<file path="src/rtl/cpu_pkg.sv">
// Shared definitions for the 8-bit accumulator CPU: datapath width, opcodes
// and the execute-stage state encoding.
package cpu_pkg;

    localparam int BITS = 8;

    localparam logic [3:0] OP_NOP = 4'h0;
    localparam logic [3:0] OP_LDI = 4'h1;
    localparam logic [3:0] OP_ADD = 4'h2;
    localparam logic [3:0] OP_SUB = 4'h3;
    localparam logic [3:0] OP_AND = 4'h4;
    localparam logic [3:0] OP_OR  = 4'h5;
    localparam logic [3:0] OP_XOR = 4'h6;
    localparam logic [3:0] OP_LD  = 4'h7;
    localparam logic [3:0] OP_ST  = 4'h8;
    localparam logic [3:0] OP_JMP = 4'h9;
    localparam logic [3:0] OP_JZ  = 4'hA;
    localparam logic [3:0] OP_JC  = 4'hB;

    typedef enum logic [1:0] {
        EX_IDLE   = 2'd0,
        EX_EXEC   = 2'd1,
        EX_MEM    = 2'd2,
        EX_RETIRE = 2'd3
    } exec_state_t;

    function automatic logic is_mem_op(input logic [3:0] op);
        return (op == OP_LD) || (op == OP_ST);
    endfunction

endpackage

</file>
<file path="src/rtl/exec_alu.sv">
// Combinational ALU for the execute stage. Opcodes it does not handle pass
// the accumulator and flags through unchanged.
module exec_alu #(
    parameter int BITS = 8
) (
    input  logic [3:0]      opcode,
    input  logic [BITS-1:0] acc,
    input  logic [BITS-1:0] arg,
    input  logic            flag_z,
    input  logic            flag_c,
    output logic [BITS-1:0] result,
    output logic            z,
    output logic            c
);
    import cpu_pkg::*;

    logic [BITS:0] sum;
    logic [BITS:0] diff;
    logic          upd_z;

    always_comb begin
        sum    = {1'b0, acc} + {1'b0, arg};
        diff   = {1'b0, acc} - {1'b0, arg};
        result = acc;
        c      = flag_c;
        upd_z  = 1'b0;
        case (opcode)
            OP_LDI: begin result = arg;             upd_z = 1'b1; end
            OP_ADD: begin result = sum[BITS-1:0];   c = sum[BITS];  upd_z = 1'b1; end
            // The extra MSB of the widened difference is the borrow (arg > acc).
            OP_SUB: begin result = diff[BITS-1:0];  c = diff[BITS]; upd_z = 1'b1; end
            OP_AND: begin result = acc & arg;       upd_z = 1'b1; end
            OP_OR:  begin result = acc | arg;       upd_z = 1'b1; end
            OP_XOR: begin result = acc ^ arg;       upd_z = 1'b1; end
            default: ;
        endcase
        z = upd_z ? (result == '0) : flag_z;
    end

endmodule

</file>
<file path="src/rtl/exec_unit.sv">
// Execute stage: accepts one decoded instruction at a time, owns acc/Z/C,
// runs load/store over a req/ack port with timeout, and reports branches.
module exec_unit #(
    parameter int BITS    = 8,
    parameter int TIMEOUT = 15
) (
    input  logic            clk,
    input  logic            reset,
    input  logic            in_valid,
    output logic            in_ready,
    input  logic [3:0]      opcode,
    input  logic [BITS-1:0] arg,
    output logic [BITS-1:0] acc,
    output logic            flag_z,
    output logic            flag_c,
    output logic            done,
    output logic            branch_taken,
    output logic [BITS-1:0] branch_target,
    output logic            err,
    output logic            mem_req,
    output logic            mem_we,
    output logic [BITS-1:0] mem_addr,
    output logic [BITS-1:0] mem_wdata,
    input  logic [BITS-1:0] mem_rdata,
    input  logic            mem_ack
);
    import cpu_pkg::*;

    localparam int CNT_W = $clog2(TIMEOUT + 1);

    exec_state_t     state_q, state_d;
    logic [3:0]      op_q, op_d;
    logic [BITS-1:0] arg_q, arg_d;
    logic [BITS-1:0] acc_q, acc_d;
    logic            z_q, z_d, c_q, c_d;
    logic            br_q, br_d, err_q, err_d;
    logic [BITS-1:0] tgt_q, tgt_d;
    logic            req_q, req_d, we_q, we_d;
    logic [BITS-1:0] addr_q, addr_d, wdata_q, wdata_d;
    logic [CNT_W-1:0] cnt_q, cnt_d;

    logic [BITS-1:0] alu_result;
    logic            alu_z, alu_c;
    logic            taken;

    exec_alu #(.BITS(BITS)) u_alu (
        .opcode (op_q),
        .acc    (acc_q),
        .arg    (arg_q),
        .flag_z (z_q),
        .flag_c (c_q),
        .result (alu_result),
        .z      (alu_z),
        .c      (alu_c)
    );

    always_comb begin
        taken = 1'b0;
        case (op_q)
            OP_JMP:  taken = 1'b1;
            OP_JZ:   taken = z_q;
            OP_JC:   taken = c_q;
            default: taken = 1'b0;
        endcase
    end

    always_comb begin
        state_d = state_q;
        op_d    = op_q;
        arg_d   = arg_q;
        acc_d   = acc_q;
        z_d     = z_q;
        c_d     = c_q;
        br_d    = 1'b0;
        err_d   = 1'b0;
        tgt_d   = tgt_q;
        req_d   = req_q;
        we_d    = we_q;
        addr_d  = addr_q;
        wdata_d = wdata_q;
        cnt_d   = cnt_q;
        case (state_q)
            EX_IDLE: begin
                if (in_valid) begin
                    op_d    = opcode;
                    arg_d   = arg;
                    state_d = EX_EXEC;
                end
            end
            EX_EXEC: begin
                state_d = EX_RETIRE;
                if (is_mem_op(op_q)) begin
                    req_d   = 1'b1;
                    addr_d  = arg_q;
                    we_d    = (op_q == OP_ST);
                    wdata_d = acc_q;
                    cnt_d   = '0;
                    state_d = EX_MEM;
                end else if (op_q > OP_JC) begin
                    err_d = 1'b1;
                end else begin
                    acc_d = alu_result;
                    z_d   = alu_z;
                    c_d   = alu_c;
                    br_d  = taken;
                    if (taken) tgt_d = arg_q;
                end
            end
            EX_MEM: begin
                if (mem_ack) begin
                    if (!we_q) begin
                        acc_d = mem_rdata;
                        z_d   = (mem_rdata == '0);
                    end
                    req_d   = 1'b0;
                    state_d = EX_RETIRE;
                end else if (cnt_q == CNT_W'(TIMEOUT - 1)) begin
                    // This edge is the TIMEOUT-th ack-less cycle: abandon the access.
                    req_d   = 1'b0;
                    err_d   = 1'b1;
                    state_d = EX_RETIRE;
                end else begin
                    cnt_d = cnt_q + CNT_W'(1);
                end
            end
            EX_RETIRE: state_d = EX_IDLE;
            default:   state_d = EX_IDLE;
        endcase
    end

    always_ff @(posedge clk) begin
        if (reset) begin
            state_q <= EX_IDLE;
            op_q    <= '0;
            arg_q   <= '0;
            acc_q   <= '0;
            z_q     <= 1'b0;
            c_q     <= 1'b0;
            br_q    <= 1'b0;
            err_q   <= 1'b0;
            tgt_q   <= '0;
            req_q   <= 1'b0;
            we_q    <= 1'b0;
            addr_q  <= '0;
            wdata_q <= '0;
            cnt_q   <= '0;
        end else begin
            state_q <= state_d;
            op_q    <= op_d;
            arg_q   <= arg_d;
            acc_q   <= acc_d;
            z_q     <= z_d;
            c_q     <= c_d;
            br_q    <= br_d;
            err_q   <= err_d;
            tgt_q   <= tgt_d;
            req_q   <= req_d;
            we_q    <= we_d;
            addr_q  <= addr_d;
            wdata_q <= wdata_d;
            cnt_q   <= cnt_d;
        end
    end

    assign in_ready      = (state_q == EX_IDLE);
    assign done          = (state_q == EX_RETIRE);
    assign acc           = acc_q;
    assign flag_z        = z_q;
    assign flag_c        = c_q;
    assign branch_taken  = br_q;
    assign branch_target = tgt_q;
    assign err           = err_q;
    assign mem_req       = req_q;
    assign mem_we        = we_q;
    assign mem_addr      = addr_q;
    assign mem_wdata     = wdata_q;

endmodule

</file>
<file path="config.mk">
export PLATFORM = sky130hd
export DESIGN_NAME = exec_unit
export DESIGN_NICKNAME = d
export VERILOG_FILES = /design/src/rtl/cpu_pkg.sv /design/src/rtl/exec_alu.sv /design/src/rtl/exec_unit.sv
export SDC_FILE = /design/constraint.sdc
export NUM_CORES = 1
export LEC_CHECK = 0
export ABC_AREA = 1
export CORE_MARGIN = 1.5
export CORE_UTILIZATION = 45
export DETAILED_ROUTE_END_ITERATION = 7
export DONT_BUFFER_PORTS = 1
export GPL_ROUTABILITY_DRIVEN = 0
export SLEW_MARGIN = 25
export SYNTH_ARGS = -nofsm -noshare
export SYNTH_HDL_FRONTEND = slang
export SYNTH_SLANG_ARGS = --single-unit
</file>
<file path="constraint.sdc">
create_clock -name clk -period 2.3 [get_ports clk]
set_input_delay 0.115 -clock clk [delete_from_list [all_inputs] [get_ports clk]]
set_output_delay 0.115 -clock clk [all_outputs]
set_load 0.01 [all_outputs]
</file>
==> flow_metrics.env <==
export IMPL_worstPathRequired_ns=2.56
export IMPL_start_kind="register"
export IMPL_worst_setup_path_end_kind="register"
export IMPL_fin_setup_tns_ns=0
export IMPL_layout_drive_gt1_share=0.0727
export IMPL_path_clk_slew_ns=0.12
export IMPL_syn_area_um2=3450
export IMPL_reg2reg_depth=14
export IMPL_initial_core_util=0.471
export IMPL_numCtsBuffers=5
export IMPL_io_pins=64
export IMPL_irDropWorstVdd_v=0.000504
export IMPL_ys_top_cells_by_count="99 x nand2_1, 69 x a21oi_1, 56 x dfxtp_1, 56 x inv_1, 55 x o21ai_0"
export IMPL_grt_max_degree=34
export IMPL_whs_endpoint="arg_q[7]"
export IMPL_leakagePower_nw=1.72
export IMPL_synth_top_area_frac=0.325
export IMPL_grt_overflow=0
export IMPL_nets=578
export IMPL_drt_antenna_violating_nets=0
export IMPL_max_slew_margin=0.545
export IMPL_dpl_hpwl_um=7880
export IMPL_cts_tree="built"
export IMPL_cts_sinks=56
export IMPL_holdCritPathClass="input port to register"
export IMPL_clockBufferDepth=2
export IMPL_synth_area_leaders="dfxtp_1 32%, ha_1 11%, nand2_1 11%"
export IMPL_pwr_density_cell_nw_per_um2=1150
export IMPL_fp_dieH_um=90.6
export IMPL_maxSlewViolCount=0
export IMPL_area_delta_synth_final_pct=10.1
export IMPL_synth_edff_count=0
export IMPL_r2r_slack_ns=0.19
export IMPL_hold_viol=0
export IMPL_ys_ff_latch=56
export IMPL_run_status="finished clean"
export IMPL_synthCells=510
export IMPL_r2r_start="acc[0]"
export IMPL_grt_use_total=0.262
export IMPL_worstSetupStartpoint="acc[0]"
export IMPL_dr_pass1_iters=5
export IMPL_grt_pass1_wl_um=17200
export IMPL_ys_seq_area_frac=0.325
export IMPL_drc=0
export IMPL_synth_warnings=0
export IMPL_grt_setup_unrepaired="no"
export IMPL_finalSetupViolCount=0
export IMPL_viasPerCell=5.52
export IMPL_min_period_ns=2.11
export IMPL_drtIter0Drc=241
export IMPL_yosysMostFrequentCell="nand2_1"
export IMPL_post_synth_top_area_cell="dfxtp_1"
export IMPL_path_class="register to register"
export IMPL_post_route_period_util=0.919
export IMPL_portBuffers=0
export IMPL_critPathArrivalTime_ns=2.37
export IMPL_setup_ws_ns=0.187
export IMPL_via_count=3436
export IMPL_die_x_um=90.6
export IMPL_worst_pin_slew_ns=0.681
export IMPL_routed_wl_um=10300
export IMPL_antenna_found_initial=0
export IMPL_core_area_um2=7330
export IMPL_cts_htree_levels=2
export IMPL_grt_pass1_vias=3320
export IMPL_synth_nets=566
export IMPL_synth_ff_type="dfxtp_1"
export IMPL_max_cap_violations=0
export IMPL_insertion_delay_ns=0.32
export IMPL_pre_cts_slack_ns=0.179
export IMPL_clockRootBuffer="clkbuf_8"
export IMPL_hold_start="arg[7]"
export IMPL_crit_fanout=4
export IMPL_skew_ns=0.0116
export IMPL_wire_per_inst_um=16.5
export IMPL_min_path_cells=2
export IMPL_clock_fmax_mhz=473
export IMPL_rows=31
export IMPL_synth_cell_types=30
export IMPL_die_area_um2=8210
export IMPL_async_flop_share=0
export IMPL_syn_mean_instance_area_um2=6.77
export IMPL_diodes=0
export IMPL_post_cts_buffers=0
export IMPL_r2r_end="flag_z"
registers in the layout, indices dropped and copies added (netlist names):
signal         flops
acc                8
arg_q              8
branch_taken       1
branch_target      8
cnt_q              4
err                1
flag_c             1
flag_z             1
mem_addr           8
mem_req            1
mem_wdata          8
mem_we             1
op_q               4
state_q            2
critical path, stage by stage (launching register included):
cell and delay [ns]:
dfxtp_1 0.34, inv_1 0.08, ha_1 0.25, fa_1 0.39, inv_1 0.06, nand2_1 0.06, nand2_1 0.10, nand3_1 0.10
nand2_1 0.07, nand2_1 0.07, nand3_1 0.07, nand4_1 0.12, nor2_1 0.14, nand3_1 0.08, a21oi_1 0.12
how the worst max path moves through the flow:
stage	endpoint	slack, ns	cells past startpoint
after global placement	flag_z	0.18	11
after global routing	acc[5]	0.02	13
final	flag_z	0.19	14
after floorplan	flag_z	0.33	14
after CTS	acc[5]	0.15	13
after detailed placement	acc[5]	0.18	13
where the power goes:
group,total [mW],internal [mW],switching [mW]
clock,0.573,0.220,0.353
combinational,2.47,0.817,1.65
sequential,1.32,1.15,0.177
total,4.36,2.18,2.18
cells in the final DEF (no fill, tap or decap):
cell            n
a21oi_1        69
nor3_1          5
and2_1          1
fa_1            2
clkbuf_8        5
dlygate4sd3_1   4
nor4_1          1
nor2_2          2
inv_2           5
or2_1           3
nor2_1         39
ha_4            1
nand3b_1        1
ha_1           28
dfxtp_1        56
clkinv_2        1
o21ai_0        55
a311oi_1        1
o22ai_1         2
buf_4          17
nand2_1        99
clkinv_4        1
nor2_4          1
nand4_1         5
a221oi_1        3
xor2_1          3
buf_12          1
o21ai_1         4
ha_2            1
o211ai_1        2
nor4_2          1
nand3_1        45
inv_1          56
o31ai_1         1
nand2_2         1
inv_6           1
cell families (layout without fill, tap and decap cells):
kind of cell    after synthesis  after routing  share of synthesized area
flops                        56             56                      0.325
xor+xnor                      3              3                    0.00761
compound gates              137            137                      0.206
buf+inv                      78             91                     0.0863
fa+ha+maj                    32             32                      0.120
simple gates                204            204                      0.255
routing by layer:
metal,vias up,track usage,share of wire
met5,-,0,0
met4,0,0.0754,0.014
met3,12,0.0387,0.070
met2,115,0.395,0.43
met1,1593,0.384,0.49
li1,1716,-,-
layout make-up:
cell class	count	area (um^2)
Clock inverter	3	22.5
Fill cell	728	3530
Timing Repair Buffer	22	188
Tap cell	99	124
Clock buffer	5	68.8
Sequential cell	56	1120
Multi-Input combinational cell	376	2050
Inverter	61	229
metrics by stage:
stage / utilization / instances / total power [mW] / area (um^2) / hold WS (ns)
2_1_floorplan: - / 510 / 3.02 / 3450 / 0.271
3_3_place_gp: 0.499 / 610 / 3.72 / 3650 / 0.190
3_5_place_dp: 0.499 / 610 / 3.73 / 3650 / 0.193
4_1_cts: 0.516 / 622 / 4.33 / 3790 / 0.00134
5_1_grt: 0.519 / 622 / 4.76 / 3800 / 0.0115
6_report: 0.519 / 622 / 4.36 / 3800 / 0.000649
repair_timing:
item                                   in CTS  in global routing
setup endpoints to repair                   0                  2
endpoints found under the hold margin      15                  0
gates resized for setup                     0                  3
hold buffers                                4                  0
Power figures use the tool's default switching activity.
